[src/rtl/pmem_pkg.sv]
// Shared geometry and state encoding for the cache-line to memory-burst adaptor.
package pmem_pkg;

    localparam int LINE_W   = 256;
    localparam int BURST_W  = 64;
    localparam int ADDR_W   = 32;
    localparam int BEATS    = LINE_W / BURST_W;
    localparam int OFFSET_W = $clog2(LINE_W / 8);
    localparam int CNT_W    = (BEATS > 1) ? $clog2(BEATS) : 1;

    localparam logic [ADDR_W-1:0] OFFSET_MASK = ADDR_W'((1 << OFFSET_W) - 1);

    typedef enum logic [1:0] {
        IDLE,
        RD,
        WR,
        DONE
    } adaptor_state_t;

    // Clears the byte-within-line bits so every burst starts on a line boundary.
    function automatic logic [ADDR_W-1:0] align_line(input logic [ADDR_W-1:0] addr);
        return addr & ~OFFSET_MASK;
    endfunction

endpackage

[src/rtl/line_beat_buf.sv]
// Line-wide beat buffer: loads a whole line, or one beat at a time, and exposes
// both the selected beat and the full line.
module line_beat_buf
    import pmem_pkg::*;
(
    input  logic               clk,
    input  logic               rst_n,
    input  logic               load_en,
    input  logic [LINE_W-1:0]  line_i,
    input  logic               beat_wr_en,
    input  logic [CNT_W-1:0]   beat_idx,
    input  logic [BURST_W-1:0] beat_i,
    output logic [BURST_W-1:0] beat_o,
    output logic [LINE_W-1:0]  line_o
);

    logic [BURST_W-1:0] beat_reg [BEATS];

    always_ff @(posedge clk or negedge rst_n) begin
        if (!rst_n) begin
            for (int i = 0; i < BEATS; i++) begin
                beat_reg[i] <= '0;
            end
        end else if (load_en) begin
            for (int i = 0; i < BEATS; i++) begin
                beat_reg[i] <= line_i[i*BURST_W +: BURST_W];
            end
        end else if (beat_wr_en) begin
            beat_reg[beat_idx] <= beat_i;
        end
    end

    assign beat_o = beat_reg[beat_idx];

    generate
        for (genvar gi = 0; gi < BEATS; gi++) begin : g_line
            assign line_o[gi*BURST_W +: BURST_W] = beat_reg[gi];
        end
    endgenerate

endmodule

[src/rtl/line_burst_adaptor.sv]
// Turns one cache-line read/write-back into a BEATS-beat burst on the memory bus
// and answers the cache with a single resp_o pulse once the line has moved.
module line_burst_adaptor
    import pmem_pkg::*;
(
    input  logic               clk,
    input  logic               rst_n,
    input  logic               read_i,
    input  logic               write_i,
    input  logic [ADDR_W-1:0]  address_i,
    input  logic [LINE_W-1:0]  line_i,
    output logic [LINE_W-1:0]  line_o,
    output logic               resp_o,
    input  logic [BURST_W-1:0] burst_i,
    output logic [BURST_W-1:0] burst_o,
    output logic [ADDR_W-1:0]  address_o,
    output logic               read_o,
    output logic               write_o,
    input  logic               resp_i
);

    adaptor_state_t     state_reg;
    logic [CNT_W-1:0]   cnt_reg;
    logic [ADDR_W-1:0]  address_reg;
    logic               read_o_reg;
    logic               write_o_reg;
    logic               resp_o_reg;
    logic [LINE_W-1:0]  line_o_reg;

    logic               buf_load;
    logic               buf_wr;
    logic [BURST_W-1:0] buf_beat;
    logic [LINE_W-1:0]  buf_line;
    logic [LINE_W-1:0]  assembled_line;
    logic               last_beat;

    assign last_beat = resp_i && (cnt_reg == CNT_W'(BEATS - 1));
    assign buf_load  = (state_reg == IDLE) && write_i;
    assign buf_wr    = (state_reg == RD) && resp_i;

    line_beat_buf u_buf (
        .clk        (clk),
        .rst_n      (rst_n),
        .load_en    (buf_load),
        .line_i     (line_i),
        .beat_wr_en (buf_wr),
        .beat_idx   (cnt_reg),
        .beat_i     (burst_i),
        .beat_o     (buf_beat),
        .line_o     (buf_line)
    );

    // The final beat is still on burst_i when the line is published, so splice it in here.
    generate
        for (genvar gi = 0; gi < BEATS; gi++) begin : g_assemble
            assign assembled_line[gi*BURST_W +: BURST_W] =
                (cnt_reg == CNT_W'(gi)) ? burst_i : buf_line[gi*BURST_W +: BURST_W];
        end
    endgenerate

    always_ff @(posedge clk or negedge rst_n) begin
        if (!rst_n) begin
            state_reg   <= IDLE;
            cnt_reg     <= '0;
            address_reg <= '0;
            read_o_reg  <= 1'b0;
            write_o_reg <= 1'b0;
            resp_o_reg  <= 1'b0;
            line_o_reg  <= '0;
        end else begin
            case (state_reg)
                IDLE: begin
                    cnt_reg <= '0;
                    if (write_i) begin
                        address_reg <= align_line(address_i);
                        write_o_reg <= 1'b1;
                        state_reg   <= WR;
                    end else if (read_i) begin
                        address_reg <= align_line(address_i);
                        read_o_reg  <= 1'b1;
                        state_reg   <= RD;
                    end
                end
                RD: begin
                    if (last_beat) begin
                        cnt_reg    <= '0;
                        read_o_reg <= 1'b0;
                        resp_o_reg <= 1'b1;
                        line_o_reg <= assembled_line;
                        state_reg  <= DONE;
                    end else if (resp_i) begin
                        cnt_reg <= cnt_reg + CNT_W'(1);
                    end
                end
                WR: begin
                    if (last_beat) begin
                        cnt_reg     <= '0;
                        write_o_reg <= 1'b0;
                        resp_o_reg  <= 1'b1;
                        state_reg   <= DONE;
                    end else if (resp_i) begin
                        cnt_reg <= cnt_reg + CNT_W'(1);
                    end
                end
                DONE: begin
                    resp_o_reg <= 1'b0;
                    state_reg  <= IDLE;
                end
                default: begin
                    state_reg <= IDLE;
                end
            endcase
        end
    end

    assign line_o    = line_o_reg;
    assign resp_o    = resp_o_reg;
    assign address_o = address_reg;
    assign read_o    = read_o_reg;
    assign write_o   = write_o_reg;
    assign burst_o   = (state_reg == WR) ? buf_beat : '0;

    // A cache must never raise both requests at once.
    req_exclusive: assert property (@(posedge clk) disable iff (!rst_n)
        (state_reg == IDLE) |-> !(read_i && write_i));

endmodule

[config.mk]
export PLATFORM = sky130hd
export DESIGN_NAME = line_burst_adaptor
export DESIGN_NICKNAME = d
export VERILOG_FILES = /design/src/rtl/pmem_pkg.sv /design/src/rtl/line_beat_buf.sv /design/src/rtl/line_burst_adaptor.sv
export SDC_FILE = /design/constraint.sdc
export NUM_CORES = 1
export LEC_CHECK = 0
export BUFFER_PORTS_ARGS = -buffer_cell sky130_fd_sc_hd__buf_4
export CELL_PAD_IN_SITES_DETAIL_PLACEMENT = 0
export CELL_PAD_IN_SITES_GLOBAL_PLACEMENT = 1
export CORE_AREA = 2 2 273 275
export DETAILED_ROUTE_END_ITERATION = 10
export DIE_AREA = 0 0 275 277
export GPL_ROUTABILITY_DRIVEN = 0
export PLACE_DENSITY = 0.82
export SLEW_MARGIN = 30
export SYNTH_ARGS = -nofsm -noshare
export SYNTH_HDL_FRONTEND = slang
export SYNTH_HIERARCHICAL = 1
export SYNTH_SLANG_ARGS = --single-unit
[constraint.sdc]
create_clock -name clk -period 5.2 [get_ports clk]
set_input_delay 1.3 -clock clk [delete_from_list [all_inputs] [get_ports clk]]
set_output_delay 1.3 -clock clk [all_outputs]
set_load 0.005 [all_outputs]
==> impl_summary.txt, run 1 <==
----------------------------------------------------
[Outcome]
  Run status ... completed

[Worst setup path]
  Path type of the worst setup path ... reg -> out
  Startpoint type of the worst setup path ... flip-flop
  CP Launch Point ... cnt_reg[0]$_DFFE_PN0P_
  Worst setup EP type ... primary output
  Source of the worst register-to-register timing path ... cnt_reg[0]$_DFFE_PN0P_
  Arrival @ worst endpoint ... 2930 ps
  Crit path max fanout ... 36
  Crit path required time ... 3900 ps

[Clock tree]
  TritonCTS Buffers ... 67
  Clock Root Buffer ... clkbuf_16
  H-Tree Level Count ... 3
  Clock-pin transition on the worst setup and hold timing paths ... 50 ps
  Skew-Pair Late Insertion Delay ... 610 ps
  Sinks on Clock Net ... 546
  Post-CTS resize count ... 0
  Post-CTS Repair Setup Buffers ... 0
  TritonCTS clock tree ... yes
  Maximum buffer depth of the clock tree ... 3
  Number of hold buffers added after cts ... 0

[Pwr]
  Final total power ... 20300 uW
  Peak VDD IR ... 0.352 mV
  Leakage component of the power ... 0.0168 uW
  Pwr per Cell Area ... 575 nW/um^2

[Route]
  Number of vias per cell after detailed routing ... 5.31
  Mean routed wirelength per cell ... 23.2 microns
  Remaining number of nets flagged by the antenna check after routing ... 0
  DR DRC count ... 0
  Routed wire length ... 99600 microns
  Routed via count ... 22734
  First-pass iteration count of the detailed router ... 5
  Count of routing violations after the opening detailed-route iteration ... 1836

[Synthesis]
  Post-synthesis cell count ... 2630
  Number of synthesized register bits ... 546
  Share of the synthesized area in the top cell type ... 50.9%
  Largest cells by area after synthesis ... dfrtp_1 51%, a21oi_1 9.6%, mux2i_1 7.3%
  Mean post-synth cell area ... 10.2 sq um
  Most numerous cell in the Yosys netlist ... dfrtp_1
  Share of async-settable or async-resettable flops after synthesis ... 100%
  Count of flip-flops with a built-in enable after synthesis ... 0
  Area of the mapped netlist ... 26900 sq um
  Unique masters post-synth ... 33
  Largest area contributor in the synthesized netlist ... dfrtp_1
  Most frequent cells after synthesis ... 546 x dfrtp_1, 515 x a21oi_1, 450 x nand2_1
  Warnings from Yosys ... 6
  Main flop type after synthesis ... dfrtp_1
  Fraction of the yosys area taken by sequential cells ... 50.9%

[Floorplanning]
  Full die area ... 76200 sq um
  Core Rows ... 100
  I/O Pins ... 712
  Die extent in y ... 277 microns
  Area of the placeable core ... 73600 sq um
  Starting Density ... 36.5%
  Die W ... 275 microns

[Timing]
  Post-route minimum period ... 4230 ps
  Hold Fails Final Rpt ... 0
  Fin Clk Skew ... 22.6 ps
  Final WS setup ... 966 ps
  Worst-case headroom to the max-slew limit ... 34.2%
  Actual slew at the worst max-slew pin ... 987 ps
  Share of the clock period used by the worst path ... 81.4%
  Setup repair after global routing missed its margin ... false
  Final max-slew violation count ... 0
  Peak clock frequency supported by timing ... 236 MHz
  Number of endpoints failing setup at the final stage ... 0
  Final sum of negative setup slack ... 0 ps

[GRT]
  Overflow left after global routing ... 0
  Initial antenna violation count ... 12
  First-pass GRT wire length ... 146000 microns
  Total global-route track usage ... 25.4%
  Maximum number of pins on one net before global-route repair ... 102
  Via count of the first global-routing pass ... 22259

[Final layout]
  Proportion of layout cells with a drive suffix above 1 ... 31.2%
  Filler cells ... 6965
  Nets ... 3622
  Growth of design area from synthesis to finish ... 31.2%
  Post-Layout Inst Area ... 35200 sq um

[Placement]
  Post-Place Worst Slack ... 1540 ps
  Estimated wirelength of the detail-placed design ... 65400 microns
  Post-place instance area ... 33000 sq um
  # port buffers ... 701

[Run]
  Maxcap violations ... 0

[Hold path]
  Worst hold path type ... reg -> reg
  Hold Path Origin ... line_o[113]$_DFFE_PN0P_

----------------------------------------------------
[path summary, 6_finish.rpt]
check | end | slack, ps | cells past startpoint
worst max-delay path | burst_o[5] | 970 | 4
worst max register to register | line_o[137]$_DFFE_PN0P_ | 2200 | 5
worst min-delay path | line_o[113]$_DFFE_PN0P_ | 480 | 2
max in group asynchronous | line_o[52]$_DFFE_PN0P_ | 3330 | 4
worst min register to register | line_o[113]$_DFFE_PN0P_ | 480 | 2
min in group asynchronous | line_o[182]$_DFFE_PN0P_ | 610 | 1
[worst max-delay path: stages (launching register included)]
cell	delay, ps
dfrtp_4	950
buf_4	460
mux4_2	610
and2_1	160
buf_4	130
[placed cells by master, fill, tap and decap left out, types with 2 or more instances in the layout]
cell type	instances
a21oi_1	515
a22o_1	2
and2_1	65
and3b_4	2
buf_12	19
buf_16	2
buf_4	742
clkbuf_1	21
clkbuf_16	68
clkbuf_8	15
clkinv_2	6
conb_1	5
dfrtp_1	544
dfrtp_4	2
diode_2	11
ha_1	6
ha_4	4
inv_1	6
inv_16	3
inv_6	3
mux2_2	86
mux2_4	5
mux2i_1	196
mux4_2	64
nand2_1	450
nand2b_1	2
nand3_4	2
nand3b_1	3
nor2b_1	257
o21ai_0	196
[area by class of cell]
type | instances | area [sq um] | share of cell area [%]
well taps | 969 | 1210 | 3.44
clock inverters | 14 | 176 | 0.501
multi-input cells | 1870 | 12100 | 34.4
flip-flops and latches | 546 | 13700 | 38.8
clock buffers | 104 | 1990 | 5.64
repair buffers | 764 | 6020 | 17.1
diodes | 11 | 27.5 | 0.0781
inverters | 6 | 22.5 | 0.0639
[cell families (layout without fill, tap and decap cells)]
| logic type | count (synthesis) | in the layout | share of synthesized area (%) |
|---|---|---|---|
| and+or+nand+nor | 787 | 787 | 14.2 |
| AOI/OAI and AO/OA | 717 | 717 | 13.4 |
| DFF | 546 | 546 | 50.9 |
| muxes | 351 | 351 | 16.6 |
| buffers and inverters | 218 | 888 | 4.40 |
| adders and majority gates | 10 | 10 | 0.466 |
| other | 1 | 16 | 0.0140 |
[power by group]
part	switching, uW	internal (uW)
clock	1940	2710
sequential	1320	6050
combinational	3980	4260
total	7240	13000
[metrics by stage]
step                instances  util, %  hold slack (ps)
floorplan                2634        -              473
global placement         4153     44.8              463
detailed placement       4153     44.8              471
CTS                      4271     47.8              483
global route             4283     47.9              499
finish                   4284     47.9              478
[layer usage]
layer / track usage [%] / part of all wire [%] / up-vias
met4: 8.79 / 2.8 / 2
met3: 4.57 / 6.4 / 169
met1: 33.7 / 41 / 11373
met2: 41.5 / 49 / 890
li1: - / - / 10300
met5: 0 / 0.016 / -
No activity file was read; power rests on OpenSTA's default activity.
==> inputs of run 2 (changes only) <==
CORE_AREA = 2 2 275 277   (was 2 2 273 275)
DIE_AREA = 0 0 277 279   (was 0 0 275 277)
PLACE_DENSITY = 0.81   (was 0.82)
clock period = 4.1 ns   (was 5.2 ns; I/O delays follow)
==> impl_summary.txt, run 2 (synthesis gave the netlist of run 1 again) <==
----------------------------------------------------
[Outcome]
  Run status ... completed

[Clock tree]
  Sinks on Clock Net ... 546
  TritonCTS Buffers ... 67
  Maximum buffer depth of the clock tree ... 3
  Skew-Pair Late Insertion Delay ... 610 ps
  Number of hold buffers added after cts ... 0
  Clock-pin transition on the worst setup and hold timing paths ... 60 ps
  Post-CTS Repair Setup Buffers ... 0
  Clock Root Buffer ... clkbuf_16
  H-Tree Level Count ... 3
  TritonCTS clock tree ... yes
  Post-CTS resize count ... 0

[Final layout]
  Post-Layout Inst Area ... 35300 sq um
  Proportion of layout cells with a drive suffix above 1 ... 31.3%
  Nets ... 3624
  Leading cell type in the layout, fill and taps excluded ... buf_4
  Growth of design area from synthesis to finish ... 31.5%
  Final core area utilization ... 47.7%
  Number of cells in the finished layout apart from fillers ... 4285
  Highest-count cells in the layout ignoring fill and taps ... 737 x buf_4, 544 x dfrtp_1, 515 x a21oi_1, 450 x nand2_1, 257 x nor2b_1

[Timing]
  Hold Fails Final Rpt ... 0
  Final max-slew violation count ... 0
  Peak clock frequency supported by timing ... 278 MHz
  Number of endpoints failing setup at the final stage ... 0
  Worst-case headroom to the max-slew limit ... 44.0%
  Post-route minimum period ... 3600 ps
  Share of the clock period used by the worst path ... 87.7%
  Final sum of negative setup slack ... 0 ps
  Setup repair after global routing missed its margin ... false
  Fin Clk Skew ... 36.0 ps
  Actual slew at the worst max-slew pin ... 840 ps

[Placement]
  Post-Place Cells ... 4157
  # port buffers ... 701
  Estimated wirelength of the detail-placed design ... 65700 microns
  Post-place instance area ... 33100 sq um

[Floorplanning]
  Die W ... 277 microns
  Full die area ... 77300 sq um
  Die extent in y ... 279 microns
  Starting Density ... 36.3%
  Area of the placeable core ... 74100 sq um
  I/O Pins ... 712
  Core Rows ... 100

[GRT]
  Via count of the first global-routing pass ... 22242
  Met1 Usage GRT ... 31.7%
  Global-route layer with the greatest usage ... met2
  First-pass GRT wire length ... 144000 microns
  Met2 usage in global routing ... 40.2%
  Maximum number of pins on one net before global-route repair ... 138
  Overflow left after global routing ... 0
  Initial antenna violation count ... 12
  GR Layer Usage met3 ... 5.09%
  Total global-route track usage ... 24.6%

[Worst setup path]
  Cells along the critical path ... buf_4, mux4_2, and2_1, buf_4
  Worst setup EP type ... primary output
  Source of the worst register-to-register timing path ... cnt_reg[1]$_DFFE_PN0P_
  Crit path max fanout ... 37
  Path type of the worst setup path ... reg -> out
  Crit path required time ... 3070 ps
  Startpoint type of the worst setup path ... flip-flop
  Most repeated library cell on the critical path ... buf_4
  Slowest stage cell on the critical path ... dfrtp_4
  Biggest cell delay along the critical path ... 890 ps
  CP Launch Point ... cnt_reg[1]$_DFFE_PN0P_
  Arrival @ worst endpoint ... 2570 ps

[Hold path]
  Worst hold path type ... reg -> reg
  Hold Path Origin ... line_o[129]$_DFFE_PN0P_

[Run]
  Maxcap violations ... 0

[Route]
  Mean routed wirelength per cell ... 22.9 microns
  Routed via count ... 22615
  Remaining number of nets flagged by the antenna check after routing ... 0
  Routed wire length ... 98300 microns
  Count of routing violations after the opening detailed-route iteration ... 1831
  First-pass iteration count of the detailed router ... 5
  Number of vias per cell after detailed routing ... 5.28
  DR DRC count ... 0

[Pwr]
  Peak VDD IR ... 0.437 mV
  Leakage component of the power ... 0.0168 uW
  Pwr per Cell Area ... 725 nW/um^2

----------------------------------------------------
[run 2: cell type report]
class	instances	area, sq um
clock inverters	12	166
diodes	12	30.0
clock buffers	104	2010
inverters	6	22.5
flip-flops and latches	546	13700
repair buffers	766	6110
fillers	7076	38800
multi-input cells	1870	12100
well taps	969	1210
[run 2: final timing paths]
check,endpoint,slack (ps),cells past startpoint
worst max-delay path,burst_o[11],500,4
worst max register to register,line_o[80]$_DFFE_PN0P_,1290,5
min in group asynchronous,line_o[249]$_DFFE_PN0P_,490,1
max in group asynchronous,line_o[145]$_DFFE_PN0P_,2640,2
worst min-delay path,line_o[129]$_DFFE_PN0P_,480,2
worst min register to register,line_o[129]$_DFFE_PN0P_,480,2
[run 2: critical path: cells and delay by family (launching register included)]
| kind | cells | cell delay, ps |
|---|---|---|
| AND/OR/NAND/NOR | 1 | 150 |
| flip-flops | 1 | 890 |
| buffers and inverters | 2 | 500 |
| multiplexers | 1 | 320 |
[run 2: power by group]
group | switching (uW) | total (uW) | internal, uW
Combinational | 5000 | 10400 | 5410
Clock | 2380 | 5870 | 3500
Sequential | 1660 | 9340 | 7670
Total | 9040 | 25600 | 16600
[run 2: metal layers]
layer / vias to the layer above / share of wire, %
met5: - / 0
met4: 0 / 3.7
met3: 190 / 7.1
met2: 947 / 48
met1: 11178 / 41
li1: 10300 / -
[run 2: through the flow]
stage | hold WS [ps] | power (uW) | worst slack [ps]
floorplan | 473 | 15000 | 1550
global placement | 464 | 19600 | 1110
detailed placement | 471 | 19800 | 1060
CTS | 483 | 25800 | 417
global route | 496 | 27100 | 388
finish | 476 | 25600 | 504
